--- config.mk ---
export PLATFORM = sky130hd
export DESIGN_NAME = voice_alloc
export DESIGN_NICKNAME = d
export VERILOG_FILES = /design/src/rtl/voice_alloc.sv
export SDC_FILE = /design/constraint.sdc
export NUM_CORES = 1
export LEC_CHECK = 0
export BUFFER_PORTS_ARGS = -buffer_cell sky130_fd_sc_hd__buf_2
export CORE_ASPECT_RATIO = 1.4
export CORE_UTILIZATION = 45
export CTS_BUF_LIST = sky130_fd_sc_hd__clkbuf_16
export CTS_CLUSTER_DIAMETER = 120
export CTS_CLUSTER_SIZE = 40
export DETAILED_ROUTE_END_ITERATION = 7
export PLACE_DENSITY = 0.7
export SYNTH_ARGS = -nofsm -noshare
export SYNTH_HDL_FRONTEND = slang
export SYNTH_SLANG_ARGS = --single-unit
--- constraint.sdc ---
create_clock -name clk_i -period 1.7 [get_ports clk_i]
set_clock_uncertainty 0.15 [all_clocks]
set_input_delay 0.17 -clock clk_i [delete_from_list [all_inputs] [get_ports clk_i]]
set_output_delay 0.17 -clock clk_i [all_outputs]
set_load 0.02 [all_outputs]
--- src/rtl/voice_alloc.sv ---
// ============================================================================
// Module      : voice_alloc
// Description : Polyphonic voice allocator. Accepts note-on / note-off events
//               over a valid/ready handshake and drives the enable and 8-bit
//               MIDI note of NUM_VOICES square-wave oscillators. Per-voice
//               saturating age counters choose the oldest voice when stealing.
// Option      : `define VOICE_STEAL_EN -> a note-on with no free voice
//               overwrites the oldest voice and pulses steal_o.
//               Undefined -> such a note-on is dropped and drop_o pulses;
//               steal_o is tied low.
// Ports       : clk_i, nrst_i          clock, async active-low reset
//               evt_valid_i/ready_o    event handshake (ready only in IDLE)
//               evt_on_i, evt_note_i   event type and MIDI note
//               panic_i                synchronous all-notes-off
//               voice_en_o/note_o      oscillator enables / notes (8b each)
//               full_o                 all voices enabled
//               drop_o, steal_o        1-cycle pulses after APPLY
// Revision    : 1.0  initial release
// ============================================================================
`default_nettype none

module voice_alloc #(
  parameter int NUM_VOICES = 4,
  parameter int AGE_BW     = 8
) (
  input  logic                    clk_i,
  input  logic                    nrst_i,
  input  logic                    evt_valid_i,
  output logic                    evt_ready_o,
  input  logic                    evt_on_i,
  input  logic [7:0]              evt_note_i,
  input  logic                    panic_i,
  output logic [NUM_VOICES-1:0]   voice_en_o,
  output logic [8*NUM_VOICES-1:0] voice_note_o,
  output logic                    full_o,
  output logic                    drop_o,
  output logic                    steal_o
);

  localparam int                IDX_W     = (NUM_VOICES > 1) ? $clog2(NUM_VOICES) : 1;
  localparam logic [AGE_BW-1:0] C_AGE_MAX = '1;

  typedef enum logic [1:0] {
    ST_IDLE   = 2'd0,
    ST_LOOKUP = 2'd1,
    ST_APPLY  = 2'd2
  } state_t;

  state_t r_state;
  state_t w_state_nxt;

  // Captured event
  logic              r_evt_on;
  logic [7:0]        r_evt_note;

  // Lookup results registered in LOOKUP
  logic              r_match_hit;
  logic [IDX_W-1:0]  r_match_idx;
  logic              r_free_hit;
  logic [IDX_W-1:0]  r_free_idx;

  // Voice state
  logic [NUM_VOICES-1:0] r_en;
  logic [7:0]            r_note [NUM_VOICES];
  logic [AGE_BW-1:0]     r_age  [NUM_VOICES];
  logic                  r_full;
  logic                  r_drop;

  // Lookup combinational results
  logic              w_match_hit;
  logic [IDX_W-1:0]  w_match_idx;
  logic              w_free_hit;
  logic [IDX_W-1:0]  w_free_idx;

  // Next voice state computed for APPLY
  logic [NUM_VOICES-1:0] w_en_nxt;
  logic [7:0]            w_note_nxt [NUM_VOICES];
  logic [AGE_BW-1:0]     w_age_nxt  [NUM_VOICES];
  logic                  w_drop_nxt;
  logic                  w_steal_nxt;
  logic                  w_on_apply;
  logic [IDX_W-1:0]      w_tgt;

  // --------------------------------------------------------------------------
  // FSM
  // --------------------------------------------------------------------------
  always_ff @(posedge clk_i or negedge nrst_i) begin
    if (!nrst_i) begin
      r_state <= ST_IDLE;
    end else begin
      r_state <= w_state_nxt;
    end
  end

  always_comb begin
    w_state_nxt = r_state;
    if (panic_i) begin
      // Panic wins in every state; any in-flight event is abandoned.
      w_state_nxt = ST_IDLE;
    end else begin
      case (r_state)
        ST_IDLE:   if (evt_valid_i) w_state_nxt = ST_LOOKUP;
        ST_LOOKUP: w_state_nxt = ST_APPLY;
        ST_APPLY:  w_state_nxt = ST_IDLE;
        default:   w_state_nxt = ST_IDLE;
      endcase
    end
  end

  assign evt_ready_o = (r_state == ST_IDLE);

  // --------------------------------------------------------------------------
  // Event capture
  // --------------------------------------------------------------------------
  always_ff @(posedge clk_i or negedge nrst_i) begin
    if (!nrst_i) begin
      r_evt_on   <= 1'b0;
      r_evt_note <= '0;
    end else if (r_state == ST_IDLE && evt_valid_i) begin
      r_evt_on   <= evt_on_i;
      r_evt_note <= evt_note_i;
    end
  end

  // --------------------------------------------------------------------------
  // Lookup: matching active voice and lowest free voice. Scanning from the
  // top down lets the lowest index overwrite earlier hits.
  // --------------------------------------------------------------------------
  always_comb begin
    w_match_hit = 1'b0;
    w_match_idx = '0;
    w_free_hit  = 1'b0;
    w_free_idx  = '0;
    for (int k = NUM_VOICES - 1; k >= 0; k--) begin
      if (r_en[k] && (r_note[k] == r_evt_note)) begin
        w_match_hit = 1'b1;
        w_match_idx = IDX_W'(k);
      end
      if (!r_en[k]) begin
        w_free_hit = 1'b1;
        w_free_idx = IDX_W'(k);
      end
    end
  end

  always_ff @(posedge clk_i or negedge nrst_i) begin
    if (!nrst_i) begin
      r_match_hit <= 1'b0;
      r_match_idx <= '0;
      r_free_hit  <= 1'b0;
      r_free_idx  <= '0;
    end else if (r_state == ST_LOOKUP) begin
      r_match_hit <= w_match_hit;
      r_match_idx <= w_match_idx;
      r_free_hit  <= w_free_hit;
      r_free_idx  <= w_free_idx;
    end
  end

`ifdef VOICE_STEAL_EN
  // --------------------------------------------------------------------------
  // Oldest voice: strict '>' while scanning upward keeps the lowest index on
  // ties. Only consulted when every voice is enabled.
  // --------------------------------------------------------------------------
  logic [IDX_W-1:0]  w_old_idx;
  logic [AGE_BW-1:0] w_old_age;
  logic [IDX_W-1:0]  r_old_idx;
  logic              r_steal;

  always_comb begin
    w_old_idx = '0;
    w_old_age = r_age[0];
    for (int k = 1; k < NUM_VOICES; k++) begin
      if (r_age[k] > w_old_age) begin
        w_old_age = r_age[k];
        w_old_idx = IDX_W'(k);
      end
    end
  end

  always_ff @(posedge clk_i or negedge nrst_i) begin
    if (!nrst_i) begin
      r_old_idx <= '0;
    end else if (r_state == ST_LOOKUP) begin
      r_old_idx <= w_old_idx;
    end
  end

  always_ff @(posedge clk_i or negedge nrst_i) begin
    if (!nrst_i) begin
      r_steal <= 1'b0;
    end else if (panic_i) begin
      r_steal <= 1'b0;
    end else begin
      r_steal <= (r_state == ST_APPLY) && w_steal_nxt;
    end
  end

  assign steal_o = r_steal;
`else
  assign steal_o = 1'b0;
`endif

  // --------------------------------------------------------------------------
  // APPLY: decide the single voice that changes and the resulting state
  // --------------------------------------------------------------------------
  always_comb begin
    w_en_nxt    = r_en;
    w_note_nxt  = r_note;
    w_age_nxt   = r_age;
    w_drop_nxt  = 1'b0;
    w_steal_nxt = 1'b0;
    w_on_apply  = 1'b0;
    w_tgt       = '0;

    // Notes with bit 7 set are consumed without effect.
    if (!r_evt_note[7]) begin
      if (r_evt_on) begin
        if (r_match_hit) begin
          // Retrigger keeps the note unique: reuse the voice already playing it.
          w_on_apply = 1'b1;
          w_tgt      = r_match_idx;
        end else if (r_free_hit) begin
          w_on_apply = 1'b1;
          w_tgt      = r_free_idx;
        end else begin
`ifdef VOICE_STEAL_EN
          w_on_apply  = 1'b1;
          w_tgt       = r_old_idx;
          w_steal_nxt = 1'b1;
`else
          w_drop_nxt  = 1'b1;
`endif
        end
      end else if (r_match_hit) begin
        for (int k = 0; k < NUM_VOICES; k++) begin
          if (IDX_W'(k) == r_match_idx) begin
            w_en_nxt[k]  = 1'b0;
            w_age_nxt[k] = '0;
          end
        end
      end
    end

    if (w_on_apply) begin
      for (int k = 0; k < NUM_VOICES; k++) begin
        if (IDX_W'(k) == w_tgt) begin
          w_en_nxt[k]   = 1'b1;
          w_note_nxt[k] = r_evt_note;
          w_age_nxt[k]  = '0;
        end else if (r_en[k] && (r_age[k] != C_AGE_MAX)) begin
          w_age_nxt[k] = r_age[k] + AGE_BW'(1);
        end
      end
    end
  end

  // --------------------------------------------------------------------------
  // Voice registers
  // --------------------------------------------------------------------------
  always_ff @(posedge clk_i or negedge nrst_i) begin
    if (!nrst_i) begin
      r_en   <= '0;
      r_full <= 1'b0;
      r_drop <= 1'b0;
      for (int k = 0; k < NUM_VOICES; k++) begin
        r_note[k] <= '0;
        r_age[k]  <= '0;
      end
    end else if (panic_i) begin
      // Notes are retained so a later note-off cannot match a silenced voice
      // (enables are clear), but the oscillators keep their last pitch.
      r_en   <= '0;
      r_full <= 1'b0;
      r_drop <= 1'b0;
      for (int k = 0; k < NUM_VOICES; k++) begin
        r_age[k] <= '0;
      end
    end else begin
      r_drop <= 1'b0;
      if (r_state == ST_APPLY) begin
        r_en   <= w_en_nxt;
        r_note <= w_note_nxt;
        r_age  <= w_age_nxt;
        // full follows the enables it is derived from in the same cycle.
        r_full <= &w_en_nxt;
        r_drop <= w_drop_nxt;
      end
    end
  end

  assign voice_en_o = r_en;
  assign full_o     = r_full;
  assign drop_o     = r_drop;

  generate
    for (genvar gk = 0; gk < NUM_VOICES; gk++) begin : g_note_pack
      assign voice_note_o[8*gk +: 8] = r_note[gk];
    end
  endgenerate

endmodule

`default_nettype wire

# Yosys cells after proc, flatten, opt, wreduce, memory -nomap -nowiden
# Cells that the tools add are included.
dict set report word_totals {
  regBits 55
  inputBits 13
  out_inout_bits 40
  elab_cells 91
}
dict set report classes {
  n_eq_ne 13
  n_mux 49
  bitwise_logic 1
  n_reduce_logical 14
}
# cell count
set op_table {}
lappend op_table {{$eq A8 B8 Y1} 4}
lappend op_table {{$mux W1} 28}
lappend op_table {{$mux W2} 14}
lappend op_table {{$mux W4} 6}
lappend op_table {{$reduce_and A4 Y1} 5}
lappend op_table {{$eq A2 B2 Y1 const A} 4}
lappend op_table {{$logic_not A2 Y1} 3}
lappend op_table {{$logic_and A1 B1 Y1} 5}
lappend op_table {{$eq A1 B2 Y1 const A} 2}
lappend op_table {{$pmux W2 S2} 1}
lappend op_table {{$ne A3 B2 Y1 const B} 1}
lappend op_table {{$eq A2 B1 Y1 const B} 1}
lappend op_table {{$eq A2 B2 Y1 const B} 1}
lappend op_table {{$reduce_bool A2 Y1} 1}
lappend op_table {{$not A1 Y1} 1}

# Depth between registers and ports, before layout
dict set report depth {
  ltp_word 10
  mapped_depth 7
  depth_no_buf 5
}

# Worst setup path before layout
# OpenSTA, ideal clock, no wires.
dict set report synth_timing {
  path_kind {register to register}
  startpoint {register r_evt_note[7]}
  endpoint {register r_note (netlist bit voice_note_o[0])}
  setup_time_ns 0.125
  arrival_ns 1.473
  required_time_ns 1.425
  setup_slack_ns -0.048
  stages_incl_launch_ff 6
  path_buffers 1
  period_less_slack_ns 1.748
  path_cell_list {dfrtp_1 buf_6 and2b_1 o21ai_1 nor2_2 mux2_2}
}
dict set report synth_between {
  elab_chain_len 3
  word_cells_on_any_way 4
  classes_between {mux (2); reduce/logical (2)}
}
# item line_no
set synth_lines {}
lappend synth_lines {{from (decl)} 54} ;# logic [7:0] r_evt_note;
lappend synth_lines {{from (signal assigned)} 121} ;# r_evt_note <= evt_note_i;
lappend synth_lines {{$mux W2} 217} ;# if (!r_evt_note[7]) begin
lappend synth_lines {{$logic_not A2 Y1} 247} ;# if (IDX_W'(k) == w_tgt) begin
lappend synth_lines {{$reduce_and A4 Y1 (no line) *} n/a}
lappend synth_lines {{to (signal assigned)} 283} ;# r_note <= w_note_nxt;
lappend synth_lines {{to (decl)} 64} ;# logic [7:0] r_note [NUM_VOICES];
# Every way passes the cells marked *; elsewhere a longest branch is shown, timed or not.
# A chain may end at the register's enable or synchronous reset.

# Worst setup path in the final report
dict set report layout_timing {
  startpoint {register r_match_hit}
  endpoint {register r_note (netlist bit voice_note_o[20])}
}
dict set report layout_between {
  elab_chain_len 5
  word_cells_on_any_way 8
  classes_between {eq/ne (1); mux (6); reduce/logical (1)}
}
# item line_no
set layout_lines {}
lappend layout_lines {{from (decl)} 57} ;# logic r_match_hit;
lappend layout_lines {{from (signal assigned)} 153} ;# r_match_hit <= w_match_hit;
lappend layout_lines {{$mux W2} 219} ;# if (r_match_hit) begin
lappend layout_lines {{$mux W2} 218} ;# if (r_evt_on) begin
lappend layout_lines {{$mux W2} 217}
lappend layout_lines {{$eq A2 B2 Y1} 247}
lappend layout_lines {{$reduce_and A4 Y1 (no line) *} n/a}
# Marks and branches as above.

==> key figures <==
Setup path
  • Endpoint class of the critical path: flip-flop
  • CP max FO: 8
  • Critical Path RT: between 1.5 and 2 ns
  • CP arrival: 1.81 ns
  • CP Launch Type: flip-flop
  • Worst reg2reg setup slack: -0.08 ns
  • Worst setup path category: flip-flop to flip-flop
  • Crit. Startpoint: r_match_hit$_DFFE_PN0N_
  • Crit path capture: voice_note_o[20]$_DFFE_PN0P_
  • Worst path max stage delay: between 0.4 and 0.5 ns
  • WP buf/inv: 1
  • RR Startpoint: r_match_hit$_DFFE_PN0N_
  • CP delay by family, top: simple AND/OR/NAND/NOR gates
  • Worst reg2reg path depth: 6
  • CP Cell Sequence: and3b_1 -> a21oi_2 -> buf_4 -> nor2_2 -> nand2_4 -> mux2_2
  • Worst path slowest cell: dfrtp_2
  • Stages on the worst setup path: 6
  • R2r endpoint: voice_note_o[20]$_DFFE_PN0P_

Layout
  • Finished Cell Area: between 3000 and 4000 um^2
  • Area Growth Syn to Fin: 42.9%
  • Final core occ: around two thirds
  • Final net count: roughly 350
  • Filler cells: 450
  • Share of cells above drive strength 1: 53.9%
  • Layout Cells excl Fill: around 410
  • # diodes: 0

GRT
  • Overall routing resource usage: between 20% and 30%
  • First-pass GRT wire length: roughly 10000 um
  • Global route total overflow: 0
  • Initial antenna violation count: 0
  • Met3 Usage GRT: ~3.4%
  • Vias in the first global route: ~2100
  • GR Util met1: approximately a quarter
  • M2 GR Usage: 37.9%
  • GRT busiest layer: met2
  • Pin count of the biggest net entering global routing: 56

Power and ir drop
  • Total power: 3.63 mW
  • Pwr per Cell Area: approximately 930 nW/um^2
  • Peak supply drop: slightly above 0.0008 V
  • Leakage power: between 1.5 and 2 nW

Logic synthesis
  • Synth unique cells: 41
  • Syn nets: roughly 250
  • Post-synth ARST share: between 90% and 100%
  • Synth Register Bits: 55
  • Syn_area_per_cell: ~12 um^2
  • Synthesized instance count: 232
  • Yosys warns: 0
  • Seq/Total Area, Yosys: 50.5%
  • Mapped cell area: roughly 2700 um^2
  • Count of flip-flops with a built-in enable after synthesis: 0
  • Post-synth top flop: dfrtp_1

Route
  • WL/cell: roughly 16 um
  • DR pass1 iterations: 4
  • Initial DRC Count: 114
  • Total number of vias: 2082
  • Routed wire length: ~6400 um
  • # DRC: 0
  • Via density: approximately 5.1
  • Detail Route Antenna Nets: 0

Worst hold path
  • HP Class: input pin to flip-flop

STA
  • Crit share post-route: 105%
  • Final WS setup: -0.0838 ns
  • RSZ-0062 raised after global routing: true
  • Fmax: approximately 560 MHz
  • Period minus WS final: approximately 1.8 ns
  • Setup TNS: -1.31 ns
  • Setup violations, final: 24
  • Max Transition Viols Final: 0
  • Hold Fails Final Rpt: 0

Outcome
  • Status: finished, violations left
  • Failing checks: negative setup slack

Die
  • Area of the die: about 6400 um^2
  • Die width: 67.8 um
  • Initial Util: between 40% and 50%
  • Vert. Die Dim: 94.1 um
  • Io pins: 53
  • Core area: ~5900 um^2
  • Row Count: 33

Clock network
  • CTS sink cnt: between 50 and 60
  • Clock-pin slew on the worst setup and hold paths: ~0.07 ns
  • TritonCTS buffer count: 5
  • CTS tree: yes
  • H-Tree Depth: 2
  • Clk buf depth: 2
  • Clock latency on the worst-skew pair: just under 0.3 ns
  • CTS root buf: clkbuf_16

Placed design
  • RD Place Congestion: 0.920
  • Post-placement cell count: 381
  • Post-DP HPWL: between 4000 and 5000 um
  • Port Buf Inserts: 51
  • Placed cell areas: ~3300 um^2

Flow run
  • Max Cap Viol: 0
cell usage in the layout (no fill, tap or decap), types with 6 or more instances in the layout:
cell type,count
xor2_1,7
buf_6,9
nand3_1,6
mux2_4,14
dlygate4sd3_1,10
nor2_1,11
buf_4,39
dfrtp_1,50
xnor2_2,6
nand2_1,13
buf_2,51
mux2_2,23
xnor2_1,19
logic make-up (layout without fill, tap and decap cells):
logic type / count (synthesis) / count (layout) / share of synthesized area (%)
compound gates: 23 / 23 / 5.51
flops: 55 / 55 / 50.5
buf+inv: 17 / 121 / 3.58
mux: 37 / 37 / 16.2
simple gates: 67 / 67 / 13.8
other cells: 1 / 1 / 0.138
xor+xnor: 32 / 32 / 10.3
worst min-delay path by stage:
stage | start | depth (start not counted) | slack [ns] | endpoint
final | panic_i | 3 | 0.07 | voice_en_o[0]$_DFFE_PN0P_
after global routing | panic_i | 3 | 0.08 | voice_en_o[0]$_DFFE_PN0P_
after CTS | panic_i | 3 | 0.07 | voice_en_o[0]$_DFFE_PN0P_
after global placement | nrst_i | 2 | 0.04 | voice_en_o[3]$_DFFE_PN0P_
after floorplan | nrst_i | 0 | -0.28 | drop_o$_DFF_PN0_
after detailed placement | nrst_i | 2 | 0.04 | voice_en_o[0]$_DFFE_PN0P_
cells in the mapped netlist, types with 2 or more instances:
cell type	number	area share (%)
dfrtp_1	55	50
mux2_2	30	12
xnor2_1	25	8.0
nand2_1	14	1.9
nor2_1	11	1.5
buf_2	9	1.7
mux2_4	7	3.9
nand3_1	7	1.3
nor2b_1	7	1.6
xor2_1	7	2.2
a21oi_1	6	1.1
nor3_1	5	0.92
o21ai_0	5	0.92
a211oi_1	3	0.83
and2_1	3	0.69
nand4_1	3	0.69
a21o_1	2	0.55
buf_4	2	0.55
buf_6	2	0.83
clkbuf_1	2	0.28
inv_1	2	0.28
nand2_2	2	0.46
nand2b_1	2	0.46
nor2_2	2	0.46
nor3b_2	2	0.92
nor4_1	2	0.46
sequential cells by signal, summed over array words and instances (netlist names):
name / flops
full_o: 1
voice_en_o: 4
r_free_idx: 2
voice_note_o: 32
r_free_hit: 1
r_evt_on: 1
r_state: 2
drop_o: 1
r_match_hit: 1
r_match_idx: 2
r_evt_note: 8
tightest hold or removal path: stages:
cell	delay (ns)
buf_2	0.12
buf_4	0.15
a211oi_2	0.04
through the flow:
step	hold WS, ns	worst slack (ns)
after floorplan	-0.276	-0.0285
after global placement	0.0421	-0.112
after detailed placement	0.0403	-0.135
after CTS	0.0704	-0.0579
after global routing	0.0786	-0.119
final	0.0707	-0.0838
where the power goes:
group	switching (mW)	total (mW)	internal (mW)
sequential	0.109	1.51	1.40
clock	0.446	1.28	0.839
combinational	0.370	0.834	0.464
layout make-up:
| cell class | instances | area (um^2) | area share (%) |
|---|---|---|---|
| multi-input cells | 160 | 1440 | 37.0 |
| flip-flops and latches | 55 | 1380 | 35.5 |
| repair buffers | 111 | 790 | 20.3 |
| clock buffers | 5 | 125 | 3.21 |
| well taps | 70 | 87.6 | 2.25 |
| clock inverters | 3 | 63.8 | 1.64 |
| inverters | 2 | 7.51 | 0.193 |
layer usage:
layer	wire length, um	part of all wire (%)	up-vias
met4	109	1.7	0
met3	172	2.7	10
li1	-	-	991
met5	0	0	-
met1	2640	41	1045
met2	3530	55	36
what timing repair did:
action / CTS / global route
pin swaps: 10 / 12
hold buffers: 10 / 0
hold endpoints to repair: 64 / 0
setup buffers: 3 / 4
resized for setup: 28 / 25
endpoints found under the setup margin: 36 / 35
Power figures use the tool's default switching activity.
